`config.mk`:
```
export PLATFORM = sky130hd
export DESIGN_NAME = tcp_vlg_ack_sched
export DESIGN_NICKNAME = d
export VERILOG_FILES = /design/src/rtl/tcp_vlg_pkg.sv /design/src/rtl/eth_vlg_sat_cnt.sv /design/src/rtl/tcp_vlg_ack_sched.sv
export SDC_FILE = /design/constraint.sdc
export NUM_CORES = 1
export LEC_CHECK = 0
export ABC_AREA = 1
export BUFFER_PORTS_ARGS = -buffer_cell sky130_fd_sc_hd__buf_4
export CORE_AREA = 2 2 247 249
export CTS_CLUSTER_SIZE = 28
export DETAILED_ROUTE_END_ITERATION = 10
export DIE_AREA = 0 0 249 251
export PLACE_DENSITY_LB_ADDON = 0.2
export SLEW_MARGIN = 20
export SYNTH_ARGS = -nofsm -noshare
export SYNTH_HDL_FRONTEND = slang
export SYNTH_SLANG_ARGS = --single-unit
```
`constraint.sdc`:
```
create_clock -name clk -period 2.3 [get_ports clk]
set_input_delay 0.115 -clock clk [delete_from_list [all_inputs] [get_ports clk]]
set_output_delay 0.115 -clock clk [all_outputs]
set_load 0.02 [all_outputs]
```
`src/rtl/tcp_vlg_pkg.sv`:
```
// Shared TCP types for the per-connection receive/ack path.
// Connection status, SACK option layout and ack scheduler states.
package tcp_vlg_pkg;

  typedef enum logic [2:0] {
    tcp_closed,
    tcp_listening,
    tcp_connecting,
    tcp_connected,
    tcp_disconnecting
  } tcp_stat_t;

  typedef struct packed {
    logic [31:0] left;
    logic [31:0] right;
  } sack_blk_t;

  typedef struct packed {
    sack_blk_t [3:0] sack_blk;
    logic      [3:0] val;
  } tcp_opt_sack_t;

  typedef enum logic [1:0] {
    IDLE_S,
    DLY_S,
    REQ_S
  } ack_sched_fsm_t;

endpackage

```
`src/rtl/eth_vlg_sat_cnt.sv`:
```
// Saturating up-counter with synchronous clear.
// An increment coincident with clear yields 1, not 0.
module eth_vlg_sat_cnt #(
  parameter int W   = 4,
  parameter int MAX = 15
) (
  input  logic         clk,
  input  logic         rst_n,
  input  logic         i_clr,
  input  logic         i_inc,
  output logic [W-1:0] o_cnt
);

  logic [W-1:0] r_cnt;

  always_ff @(posedge clk) begin
    if (!rst_n) begin
      r_cnt <= '0;
    end else if (i_clr) begin
      r_cnt <= (i_inc && MAX > 0) ? W'(1) : '0;
    end else if (i_inc && r_cnt != W'(MAX)) begin
      r_cnt <= r_cnt + 1'b1;
    end
  end

  assign o_cnt = r_cnt;

endmodule

```
`src/rtl/tcp_vlg_ack_sched.sv`:
```
// Delayed-Ack scheduler: packet count, idle timeout or forced update
// raise a held request carrying a frozen {ack, sack} snapshot.
module tcp_vlg_ack_sched
  import tcp_vlg_pkg::*;
#(
  parameter int    TIMEOUT           = 1250,
  parameter int    FORCE_ACK_PACKETS = 5,
  parameter int    VERBOSE           = 0,
  parameter string DUT_STRING        = ""
) (
  input  logic          clk,
  input  logic          rst_n,
  input  tcp_stat_t     status,
  input  logic          init,
  input  logic [31:0]   init_ack,
  input  logic [31:0]   loc_ack,
  input  tcp_opt_sack_t sack,
  input  logic          upd,
  input  logic          pkt_rx,
  output logic          req,
  output logic [31:0]   req_ack,
  output tcp_opt_sack_t req_sack,
  input  logic          acc
);

  localparam int TW = (TIMEOUT > 0) ? $clog2(TIMEOUT + 1) : 1;
  localparam int CW = $clog2(FORCE_ACK_PACKETS + 1);

  ack_sched_fsm_t r_fsm;
  logic [31:0]    r_sent_ack;
  logic           r_pend;
  logic           r_req;
  logic [31:0]    r_req_ack;
  tcp_opt_sack_t  r_req_sack;

  logic          w_conn;
  logic          w_live;
  logic          w_acc;
  logic          w_hold;
  logic          w_cnt_clr;
  logic          w_fire;
  logic          w_go_req;
  logic          w_go_dly;
  logic [TW-1:0] w_tmr;
  logic [CW-1:0] w_pkt_cnt;
  logic          w_unused;

  assign w_unused = (VERBOSE != 0) || (DUT_STRING != "");

  assign w_conn    = (status == tcp_connected);
  assign w_live    = !init && w_conn;
  assign w_acc     = (r_fsm == REQ_S) && acc;
  assign w_hold    = (r_fsm == REQ_S) && !acc;
  assign w_cnt_clr = init || !w_conn || w_acc;

  eth_vlg_sat_cnt #(
    .W   (TW),
    .MAX (TIMEOUT)
  ) u_tmr (
    .clk   (clk),
    .rst_n (rst_n),
    .i_clr (w_cnt_clr),
    .i_inc (w_live && r_fsm == DLY_S),
    .o_cnt (w_tmr)
  );

  eth_vlg_sat_cnt #(
    .W   (CW),
    .MAX (FORCE_ACK_PACKETS)
  ) u_pkt_cnt (
    .clk   (clk),
    .rst_n (rst_n),
    .i_clr (w_cnt_clr),
    .i_inc (w_live && pkt_rx),
    .o_cnt (w_pkt_cnt)
  );

  // Count includes this cycle's packet so the threshold fires without lag
  assign w_fire = upd
    || (({1'b0, w_pkt_cnt} + (CW + 1)'(pkt_rx))
        >= (CW + 1)'(FORCE_ACK_PACKETS))
    || (w_tmr == TW'(TIMEOUT));

  assign w_go_req = ((r_fsm == IDLE_S) && upd)
                 || ((r_fsm == DLY_S) && w_fire);
  assign w_go_dly = (r_fsm == IDLE_S) && !upd
                 && ((loc_ack != r_sent_ack) || pkt_rx);

  always_ff @(posedge clk) begin
    if (!rst_n) begin
      r_fsm      <= IDLE_S;
      r_sent_ack <= '0;
      r_pend     <= 1'b0;
      r_req      <= 1'b0;
      r_req_ack  <= '0;
      r_req_sack <= '0;
    end else if (init) begin
      r_fsm      <= IDLE_S;
      r_sent_ack <= init_ack;
      r_pend     <= 1'b0;
      r_req      <= 1'b0;
    end else if (!w_conn) begin
      r_fsm      <= IDLE_S;
      r_pend     <= 1'b0;
      r_req      <= 1'b0;
      r_req_ack  <= '0;
      r_req_sack <= '0;
    end else begin
      unique case (1'b1)
        w_go_req: begin
          r_fsm      <= REQ_S;
          r_req      <= 1'b1;
          r_req_ack  <= loc_ack;
          r_req_sack <= sack;
        end
        w_go_dly: r_fsm <= DLY_S;
        w_acc: begin
          r_req      <= 1'b0;
          r_sent_ack <= r_req_ack;
          r_pend     <= 1'b0;
          r_fsm      <= (r_pend || upd || pkt_rx
                         || loc_ack != r_req_ack) ? DLY_S : IDLE_S;
        end
        w_hold: r_pend <= r_pend | upd | pkt_rx;
        default: ;
      endcase
    end
  end

  assign req      = r_req;
  assign req_ack  = r_req_ack;
  assign req_sack = r_req_sack;

endmodule
```
==> flow_metrics.tcl, run 1 <==
set metrics [dict create \
    synth_compound_area_share_pct 14.6 \
    dp.cells 3121 \
    cp.required_ns 2.78 \
    detail_route.wirelength_mm 61.0 \
    holdWs_ns 0.0906 \
    cts_buffers 42 \
    cp-start-kind "register" \
    die_w_um 249 \
    antenna_found_initial 1 \
    wl_per_cell_um 17.1 \
    hold_violations 0 \
    synth_area_leaders "dfxtp_1, a21oi_1, nand3_1" \
    path_clk_slew_ns 0.06 \
    synthAdderAreaFrac_pct 0.541 \
    synth-seq-cells 342 \
    place_congestion 0.858 \
    grt_usage_pct 17.9 \
    skew_ns 0.0211 \
    synth-edff-count 0 \
    final_cell_mix "buf_4, nand2_1, dlygate4sd3_1" \
    cp.buffers_inverters 3 \
    yosys_warnings 0 \
    p_leak_nw 10.2 \
    synth_cells 1790 \
    relSlewSlack_pct 49.9 \
    ys_async_sr_fraction_pct 0 \
    crit_path_end_kind "register" \
    vias 16200 \
    slowest_stage "dfxtp_1" \
    vias_per_cell 4.56 \
    h-tree-depth 2 \
    clk_path_buf_depth 3 \
    die_y_um 251 \
    cts_root_buffer "clkbuf_16" \
    synthesis.area_sq_um 13900 \
    dr.pass1.iters 8 \
    setup_viol 0 \
    cp_max_fo 14 \
    avgSynthCellArea_sq_um 7.75 \
    criticalPathCategory "reg2reg" \
    post-route-drc-count 0 \
    hold_class "in2reg" \
    cts_tree "built" \
    final_area_sq_um 24900 \
    critPathArrivalTime_ns 2.69 \
    peakVddDrop_uv 468 \
    grt_pass1_wl_mm 90.3 \
    num_antenna_cells 0 \
    finalCriticalPeriod_ns 2.21 \
    fillers 5931 \
    dieArea_sq_um 62500 \
    drive_gt1_share_pct 29.4 \
    seq_area_frac_synth_pct 49.3 \
    grt_max_degree 120 \
    synth_top_family_by_area "simple AND/OR/NAND/NOR gates" \
    synth_cell_type_count 32 \
    start_util_pct 23.2 \
    io_pins 626 \
    rsz0062_at_grt "yes" \
    p_per_area_nw_per_um2 589 \
    drtAntennaViolNets 0 \
    clkLatencyLatePin_ns 0.56 \
    muxShareOfSynthArea_pct 0 \
    crit_chain "ha_2 -> ha_1 -> or2_1 -> a21oi_2 -> nand2_2 -> nand2_4 -> nand3_4 -> nand2_8 -> buf_12 -> buf_12 -> clkbuf_16 -> nand2_1 -> a21oi_2" \
    cp_top_family "simple AND/OR/NAND/NOR gates" \
    finalMaxSlewViolations 0 \
    synthXorXnorAreaFrac_pct 2.59 \
    portBuffers 625 \
    layout_commonest_cell "buf_4" \
    timing.fmax_mhz 452 \
    slowest_delay_ns 0.31 \
    drtIter0Drc 943 \
    yosysTopAreaCell "dfxtp_1" \
    synthToLayoutAreaGrowth_pct 79.4 \
    worst_pin_slew_ns 0.749 \
    fin_crit_sh_pct 96.1 \
    rows 90 \
    dp_hpwl_mm 41.1 \
    synth_top_area_share_pct 49.3 \
    syn_nets 2129 \
    synthSimpleGateAreaFrac_pct 25.1 \
    yosys_most_used_dff "dfxtp_1" \
    overflow 0 \
    core_sq_um 59800 \
    final_nets 3090 \
    cts.sinks 342 \
    cap_violations 0 \
    outcome "finished, final reports clean" \
    post_dp_cell_area_sq_um 19600 \
    first_global_vias 16200 \
    instances_no_fill 3562 \
]
[worst min-delay path: cells and delay by family]
| family | cells | cell delay (ns) |
|---|---|---|
| buffers and inverters | 1 | 0.32 |
| and+or+nand+nor | 2 | 0.17 |
[path summary, 6_finish.rpt]
check,start,slack (ns),to,depth (start not counted)
min reg2reg,req_sack[231]$_SDFFE_PN0P_,0.46,req_sack[231]$_SDFFE_PN0P_,2
min,init,0.09,r_sent_ack[10]$_SDFFE_PN0P_,3
max,u_pkt_cnt.o_cnt[0]$_SDFFE_PN0P_,0.09,req_sack[18]$_SDFFE_PN0P_,13
max reg2reg,u_pkt_cnt.o_cnt[0]$_SDFFE_PN0P_,0.09,req_sack[18]$_SDFFE_PN0P_,13
[power by group]
part / switching, mW / internal, mW
Clock: 2.66 / 3.87
Sequential: 0.0503 / 6.01
Combinational: 0.915 / 1.16
[cells in the mapped netlist, drive strengths merged (2+ instances only)]
library cell,count
dfxtp,342
nand4,5
nand3,316
xor2,13
nand2,411
ha,6
nor3,13
xnor2,28
nor2,53
inv,71
a22oi,13
a221oi,2
or2,3
a21oi,329
o221ai,14
a211oi,3
clkbuf,52
buf,89
o21ai,21
[metrics by stage]
stage	TNS (ns)	util [%]	power, mW	setup slack [ns]
after detailed placement	-5.11	32.7	7.63	-0.0686
after floorplan	0	-	6.82	0.350
after CTS	0	40.8	14.7	0.0318
after global placement	-2.22	32.7	7.62	-0.0545
final	0	41.6	14.7	0.0892
after global routing	-0.217	41.6	15.3	-0.0162
[routing by layer]
| layer | vias to the layer above | wire [um] | part of all wire (%) | global-route usage, % |
|---|---|---|---|---|
| met1 | 7542 | 25100 | 41 | 21.3 |
| met5 | - | 13 | 0.021 | 0 |
| li1 | 7941 | - | - | - |
| met2 | 635 | 29100 | 48 | 30.6 |
| met4 | 2 | 2330 | 3.8 | 7.71 |
| met3 | 121 | 4550 | 7.5 | 4.54 |
[what timing repair did]
action	CTS	global route
hold endpoints to repair	326	0
pin swaps	1	1
buffers inserted	0	13
resized for setup	2	38
endpoints found under the setup margin	266	275
gates cloned	0	10
hold buffers	345	0
[flip-flops by register name, summed over array words and instances, names as in the netlist]
signal and count:
req_sack 260, r_sent_ack 32, req_ack 32, u_tmr.o_cnt 11, r_fsm 2, u_pkt_cnt.o_cnt 3, req 1, r_pend 1
[area by class of cell]
cell class                 instances  area, sq um  area share, %
sequential                       342         6850           27.5
inverter                          72          278           1.12
timing repair buffer            1058         9380           37.7
multi-input combinational       1235         6080           24.4
tap                              782          978           3.93
clock buffer                      61         1210           4.87
clock inverter                    12          124          0.497
[cell families (layout without fill, tap and decap cells)]
family / after synthesis / count (layout)
simple gates: 803 / 803
compound gates: 385 / 385
flops: 342 / 342
buf+inv: 213 / 1203
xor+xnor: 41 / 41
fa+ha+maj: 6 / 6
Note: power is estimated with default switching activity, not from simulation.
==> run 2: changes to the inputs <==
--- a/config.mk
+++ b/config.mk
@@ -7,10 +7,10 @@
 export LEC_CHECK = 0
 export ABC_AREA = 1
 export BUFFER_PORTS_ARGS = -buffer_cell sky130_fd_sc_hd__buf_4
-export CORE_AREA = 2 2 247 249
+export CORE_AREA = 2 2 241 243
 export CTS_CLUSTER_SIZE = 28
 export DETAILED_ROUTE_END_ITERATION = 10
-export DIE_AREA = 0 0 249 251
+export DIE_AREA = 0 0 243 245
 export PLACE_DENSITY_LB_ADDON = 0.2
 export SLEW_MARGIN = 20
 export SYNTH_ARGS = -nofsm -noshare
==> run 2 against run 1 <==
Net effect: maximum frequency rose by 0.36%; clock power fell by 1%; sequential power barely moved; first-iteration DRC count fell by 26%; final cell count fell by 1.3%; combinational power barely moved; worst setup slack improved by 0.0080 ns; non-clock buffer count fell by 27; utilization rose by 1.7 points; global-route usage rose by 0.79 points; wire length rose by 1.6%; power fell by 0.61%.
==> flow_metrics.tcl, run 2 (synthesis results as in run 1) <==
set metrics [dict create \
    outcome "finished, final reports clean" \
    largest_register_ffs 260 \
    cts_tree "built" \
    multiInputGateArea_sq_um 6120 \
    timing.fmax_mhz 454 \
    clk_path_buf_depth 3 \
    r2r_start "u_pkt_cnt.o_cnt[0]$_SDFFE_PN0P_" \
    grt_max_degree 120 \
    cts.sinks 342 \
    dr.pass1.iters 5 \
    synthToLayoutAreaGrowth_pct 78.0 \
    skew_ns 0.0115 \
    grt_usage_pct 18.7 \
    dp_hpwl_mm 40.5 \
    h-tree-depth 2 \
    vias_per_cell 4.60 \
    place_congestion 0.886 \
    clkPwrFrac_pct 44.3 \
    die_w_um 243 \
    detail_route.wirelength_mm 62.0 \
    cp-start-kind "register" \
    relSlewSlack_pct 53.7 \
    cp_max_fo 6 \
    layout_commonest_cell "buf_4" \
    seqPwrFrac_pct 41.6 \
    setup_viol 0 \
    wl_per_cell_um 17.6 \
    rows 88 \
    post-route-drc-count 0 \
    worst_pin_slew_ns 0.694 \
    drtIter0Drc 697 \
    fin_crit_sh_pct 95.8 \
    instances_no_fill 3515 \
    dieArea_sq_um 59500 \
    ff2ff_path_depth 12 \
    finalMaxSlewViolations 0 \
    p_comb_share_pct 14.1 \
    fin_tns_setup_ns 0 \
    dp.cells 3098 \
    drive_gt1_share_pct 29.2 \
    r2r_slack_ns 0.1 \
    cp.required_ns 2.77 \
    cap_violations 0 \
    vias 16200 \
    first_global_vias 15900 \
    p_int_mw 11.0 \
    whs_path_depth 3 \
    p_leak_nw 10.1 \
    hold_path.startpoint "init" \
    fillers 5578 \
    holdPathEnd "r_sent_ack[12]$_SDFFE_PN0P_" \
    final_nets 3065 \
    antenna_found_initial 1 \
    peakVddDrop_uv 504 \
    p_per_area_nw_per_um2 590 \
    r2r_end "req_sack[70]$_SDFFE_PN0P_" \
    critPathArrivalTime_ns 2.68 \
    power.net_switching_mw 3.57 \
    final_cell_mix "buf_4, nand2_1, dfxtp_1" \
    switching_share_pct 24.5 \
    io_pins 626 \
    grt_pass1_wl_mm 89.5 \
    die_y_um 245 \
    seqCellArea_sq_um 6850 \
    cts_root_buffer "clkbuf_16" \
    portBuffers 625 \
    core_sq_um 57000 \
    hold_class "in2reg" \
    fin_util_pct 43.3 \
    hold_violations 0 \
    finalCriticalPeriod_ns 2.20 \
    cts_buffers 43 \
    criticalPathCategory "reg2reg" \
    crit_path_end_kind "register" \
    path_clk_slew_ns 0.05 \
    overflow 0 \
    rsz0062_at_grt "yes" \
    clkLatencyLatePin_ns 0.55 \
    start_util_pct 24.3 \
    drtAntennaViolNets 0 \
]
[run 2: what timing repair did]
item                                    4_1_cts  5_1_grt
hold endpoints to repair                    326        0
endpoints found under the setup margin       35      237
hold buffers                                328        0
gates cloned                                  0       14
gates resized for setup                       4       48
pin swaps                                     0       10
setup buffers                                 0        7
[run 2: power groups by stage]
stage                     clock network, mW  logic [mW]  registers (mW)
after detailed placement                  0        1.44            6.18
after global routing                   6.87        2.20            6.06
after floorplan                           0       0.586            6.23
final                                  6.45        2.06            6.06
after CTS                              6.66        1.92            6.06
after global placement                    0        1.43            6.18
[run 2: layer usage]
layer  track usage [%]  wire [um]  vias to the layer above
li1                  -          -                     7891
met3              4.29       3930                       92
met4              5.67       1520                        0
met5                 0          0                        -
met1              22.4      25500                     7632
met2              33.2      31000                      538
[run 2: through the flow]
step / setup WS (ns) / area [sq um] / power (mW) / hold WS [ns]
5_1_grt: -0.0413 / 24700 / 15.1 / 0.112
2_1_floorplan: 0.350 / 13900 / 6.82 / 0.279
3_3_place_gp: 0.0220 / 19500 / 7.61 / 0.397
4_1_cts: -0.000369 / 24100 / 14.6 / 0.0637
6_report: 0.0972 / 24700 / 14.6 / 0.115
3_5_place_dp: -0.0286 / 19500 / 7.62 / 0.402
[run 2: final cells by class]
class | instances | area share [%]
clock inverters | 4 | 0.116
flip-flops and latches | 342 | 27.7
well taps | 765 | 3.87
inverters | 72 | 1.12
diodes | 1 | 0.0101
multi-input cells | 1236 | 24.8
repair buffers | 1031 | 37.1
clock buffers | 64 | 5.25
[run 2: worst max-delay path by stage]
stage | cells after the start | to | slack, ns | from
finish | 12 | req_sack[70]$_SDFFE_PN0P_ | 0.1 | u_pkt_cnt.o_cnt[0]$_SDFFE_PN0P_
detailed placement | 12 | req_ack[30]$_SDFFE_PN0P_ | -0.03 | u_pkt_cnt.o_cnt[0]$_SDFFE_PN0P_
global placement | 12 | req_ack[23]$_SDFFE_PN0P_ | 0.02 | u_pkt_cnt.o_cnt[0]$_SDFFE_PN0P_
global route | 12 | req_sack[51]$_SDFFE_PN0P_ | -0.04 | u_tmr.o_cnt[0]$_SDFFE_PN0P_
CTS | 13 | req_sack[254]$_SDFFE_PN0P_ | -0.0004 | u_tmr.o_cnt[0]$_SDFFE_PN0P_
floorplan | 12 | req_sack[100]$_SDFFE_PN0P_ | 0.35 | u_pkt_cnt.o_cnt[0]$_SDFFE_PN0P_
[run 2: worst max-delay path: stages (launching register included)]
cell       delay [ns]
dfxtp_2          0.33
ha_4             0.17
ha_4             0.20
or2_1            0.23
a21oi_2          0.13
nand2_1          0.07
nand2_2          0.10
nand3_4          0.15
nand2_8          0.17
buf_16           0.17
clkbuf_16        0.18
nand2_2          0.06
a21oi_2          0.13
==> run 3: changes to the inputs <==
--- a/config.mk
+++ b/config.mk
@@ -7,10 +7,12 @@
 export LEC_CHECK = 0
 export ABC_AREA = 1
 export BUFFER_PORTS_ARGS = -buffer_cell sky130_fd_sc_hd__buf_4
-export CORE_AREA = 2 2 241 243
+export CELL_PAD_IN_SITES_DETAIL_PLACEMENT = 1
+export CELL_PAD_IN_SITES_GLOBAL_PLACEMENT = 1
+export CORE_AREA = 2 2 246 248
 export CTS_CLUSTER_SIZE = 28
 export DETAILED_ROUTE_END_ITERATION = 10
-export DIE_AREA = 0 0 243 245
+export DIE_AREA = 0 0 248 250
 export PLACE_DENSITY_LB_ADDON = 0.2
 export SLEW_MARGIN = 20
 export SYNTH_ARGS = -nofsm -noshare
==> constraint.sdc (replaced) <==
create_clock -name clk -period 2 [get_ports clk]
set_input_delay 0.1 -clock clk [delete_from_list [all_inputs] [get_ports clk]]
set_output_delay 0.1 -clock clk [all_outputs]
set_load 0.02 [all_outputs]
==> run 3 against run 2 <==
Net effect: worst hold slack better by 0.032 ns; final cell count rose by 2.1%; the run now ends with negative setup slack left; first-iteration DRC count is 8.0% higher; critical path type unchanged; worst setup slack worse by 0.27 ns.
==> flow_metrics.tcl, run 3 (synthesis results as in run 1) <==
set metrics [dict create \
    outcome "complete, but fails checks" \
    failed_checks "negative setup slack" \
    wl_per_cell_um 19.8 \
    overflow 0 \
    cp-startpoint "u_pkt_cnt.o_cnt[0]$_SDFFE_PN0P_" \
    crit_chain "ha_4 -> ha_4 -> or2_1 -> a21oi_2 -> nand2_1 -> nand2_2 -> nand3_4 -> nand2_8 -> buf_12 -> buf_16 -> clkbuf_16 -> nand2_1 -> a21oi_2" \
    core_sq_um 59600 \
    peakVddDrop_uv 487 \
    hold_path.startpoint "pkt_rx" \
    dr.pass1.iters 4 \
    highest-signal-layer "met5" \
    io_pins 626 \
    ff2ff_path_depth 13 \
    p_leak_nw 10.7 \
    finalCriticalPeriod_ns 2.17 \
    preCtsSetupSlack_ns -0.312 \
    detail_route.wirelength_mm 71.2 \
    worst_pin_slew_ns 0.913 \
    r2r_start "u_pkt_cnt.o_cnt[0]$_SDFFE_PN0P_" \
    start_util_pct 23.3 \
    cts_buffers 43 \
    hold_class "in2reg" \
    final_cell_mix "buf_4, nand2_1, dfxtp_1" \
    p_per_area_nw_per_um2 681 \
    p_total_mw 17.8 \
    dieArea_sq_um 62000 \
    post_dp_cell_area_sq_um 19700 \
    drtAntennaViolNets 0 \
    grt_pass1_wl_mm 100 \
    cts.sinks 342 \
    fillers 6884 \
    finalMaxSlewViolations 0 \
    place_congestion 0.807 \
    drtIter0Drc 753 \
    slowest_stage "dfxtp_2" \
    drive_gt1_share_pct 34.7 \
    hold_violations 0 \
    vias 16800 \
    vias_per_cell 4.68 \
    rsz0062_at_grt "yes" \
    clk_path_buf_depth 3 \
    grt_max_degree 159 \
    skew_ns 0.0243 \
    h-tree-depth 2 \
    cp-start-kind "register" \
    holdWs_ns 0.146 \
    antenna_found_initial 11 \
    cap_violations 0 \
    routed-wl-met3_mm 4.72 \
    cts_tree "built" \
    cts_root_buffer "clkbuf_16" \
    first_global_vias 17400 \
    setup_viol 289 \
    fin_util_pct 43.9 \
    fin_crit_sh_pct 109 \
    slowest_delay_ns 0.34 \
    critPathArrivalTime_ns 2.66 \
    fin_tns_setup_ns -27.78 \
    synthToLayoutAreaGrowth_pct 88.2 \
    die_w_um 248 \
    relSlewSlack_pct 39.1 \
    post-route-drc-count 0 \
    fin_ws_ns -0.174 \
    die_y_um 250 \
    final_nets 3106 \
    r2r_end "req_ack[6]$_SDFFE_PN0P_" \
    largest_register_ffs 260 \
    criticalPathCategory "reg2reg" \
    wl_met2_mm 35.2 \
    cp.required_ns 2.49 \
    instances_no_fill 3589 \
    rows 90 \
    crit_end "req_ack[6]$_SDFFE_PN0P_" \
    cp_max_fo 7 \
    path_clk_slew_ns 0.06 \
    clkLatencyLatePin_ns 0.56 \
    final_area_sq_um 26100 \
    portBuffers 625 \
    dp_hpwl_mm 45.3 \
    timing.fmax_mhz 460 \
    layout_commonest_cell "buf_4" \
    dp.cells 3131 \
    r2r_slack_ns -0.17 \
    crit_path_end_kind "register" \
    wl_met1_mm 29.1 \
    grt_usage_pct 20.7 \
]
[run 3: cell types whose count changed in the layout (fill, tap and decap cells not counted), sizes merged]
cell	previous run	this run
bufinv	0	4
clkinv	2	6
bufbuf	0	2
diode	1	8
buf	690	727
clkbuf	77	79
dlygate4sd3	328	329
[run 3: worst min-delay path by stage]
stage / slack (ns) / cells after the start / endpoint
6_report: 0.15 / 6 / u_pkt_cnt.o_cnt[1]$_SDFFE_PN0P_
3_3_place_gp: 0.38 / 3 / req_sack[195]$_SDFFE_PN0P_
3_5_place_dp: 0.39 / 3 / req_sack[52]$_SDFFE_PN0P_
4_1_cts: 0.09 / 6 / u_pkt_cnt.o_cnt[1]$_SDFFE_PN0P_
2_1_floorplan: 0.26 / 2 / req_sack[29]$_SDFFE_PN0P_
5_1_grt: 0.17 / 6 / u_pkt_cnt.o_cnt[1]$_SDFFE_PN0P_
[run 3: layout make-up]
type	count	area, sq um	share of cell area (%)
clock inverter	12	165	0.632
antenna	8	20.0	0.0766
timing repair buffer	1072	9900	37.9
sequential	342	6850	26.2
multi-input combinational	1236	6620	25.3
clock buffer	65	1320	5.06
tap	782	978	3.74
inverter	72	278	1.06
[run 3: repair_timing]
item,CTS,global route
cloned,9,21
endpoints found under the hold margin,326,0
gates resized for setup,64,150
hold buffers,329,0
pin swaps,4,25
endpoints found under the setup margin,293,297
setup buffers,8,10
[run 3: critical path, delay by kind of cell, from the launching register on]
kind                     cells  cell delay (ns)
AND/OR/NAND/NOR              6             0.67
buffers and inverters        3             0.46
flip-flops                   1             0.34
AO/OA/AOI/OAI                2             0.25
adder cells (fa/ha/maj)      2             0.37
[run 3: layer usage]
layer | vias to the layer above | track usage [%]
li1 | 7999 | -
met3 | 134 | 5.18
met1 | 8122 | 24.3
met2 | 524 | 36.0
met5 | - | 0
met4 | 6 | 7.19
[run 3: report_power, final]
group,switching [mW],total [mW],internal (mW)
logic,1.19,2.63,1.45
clock network,3.14,8.20,5.06
registers,0.0619,6.97,6.91
total,4.39,17.8,13.4
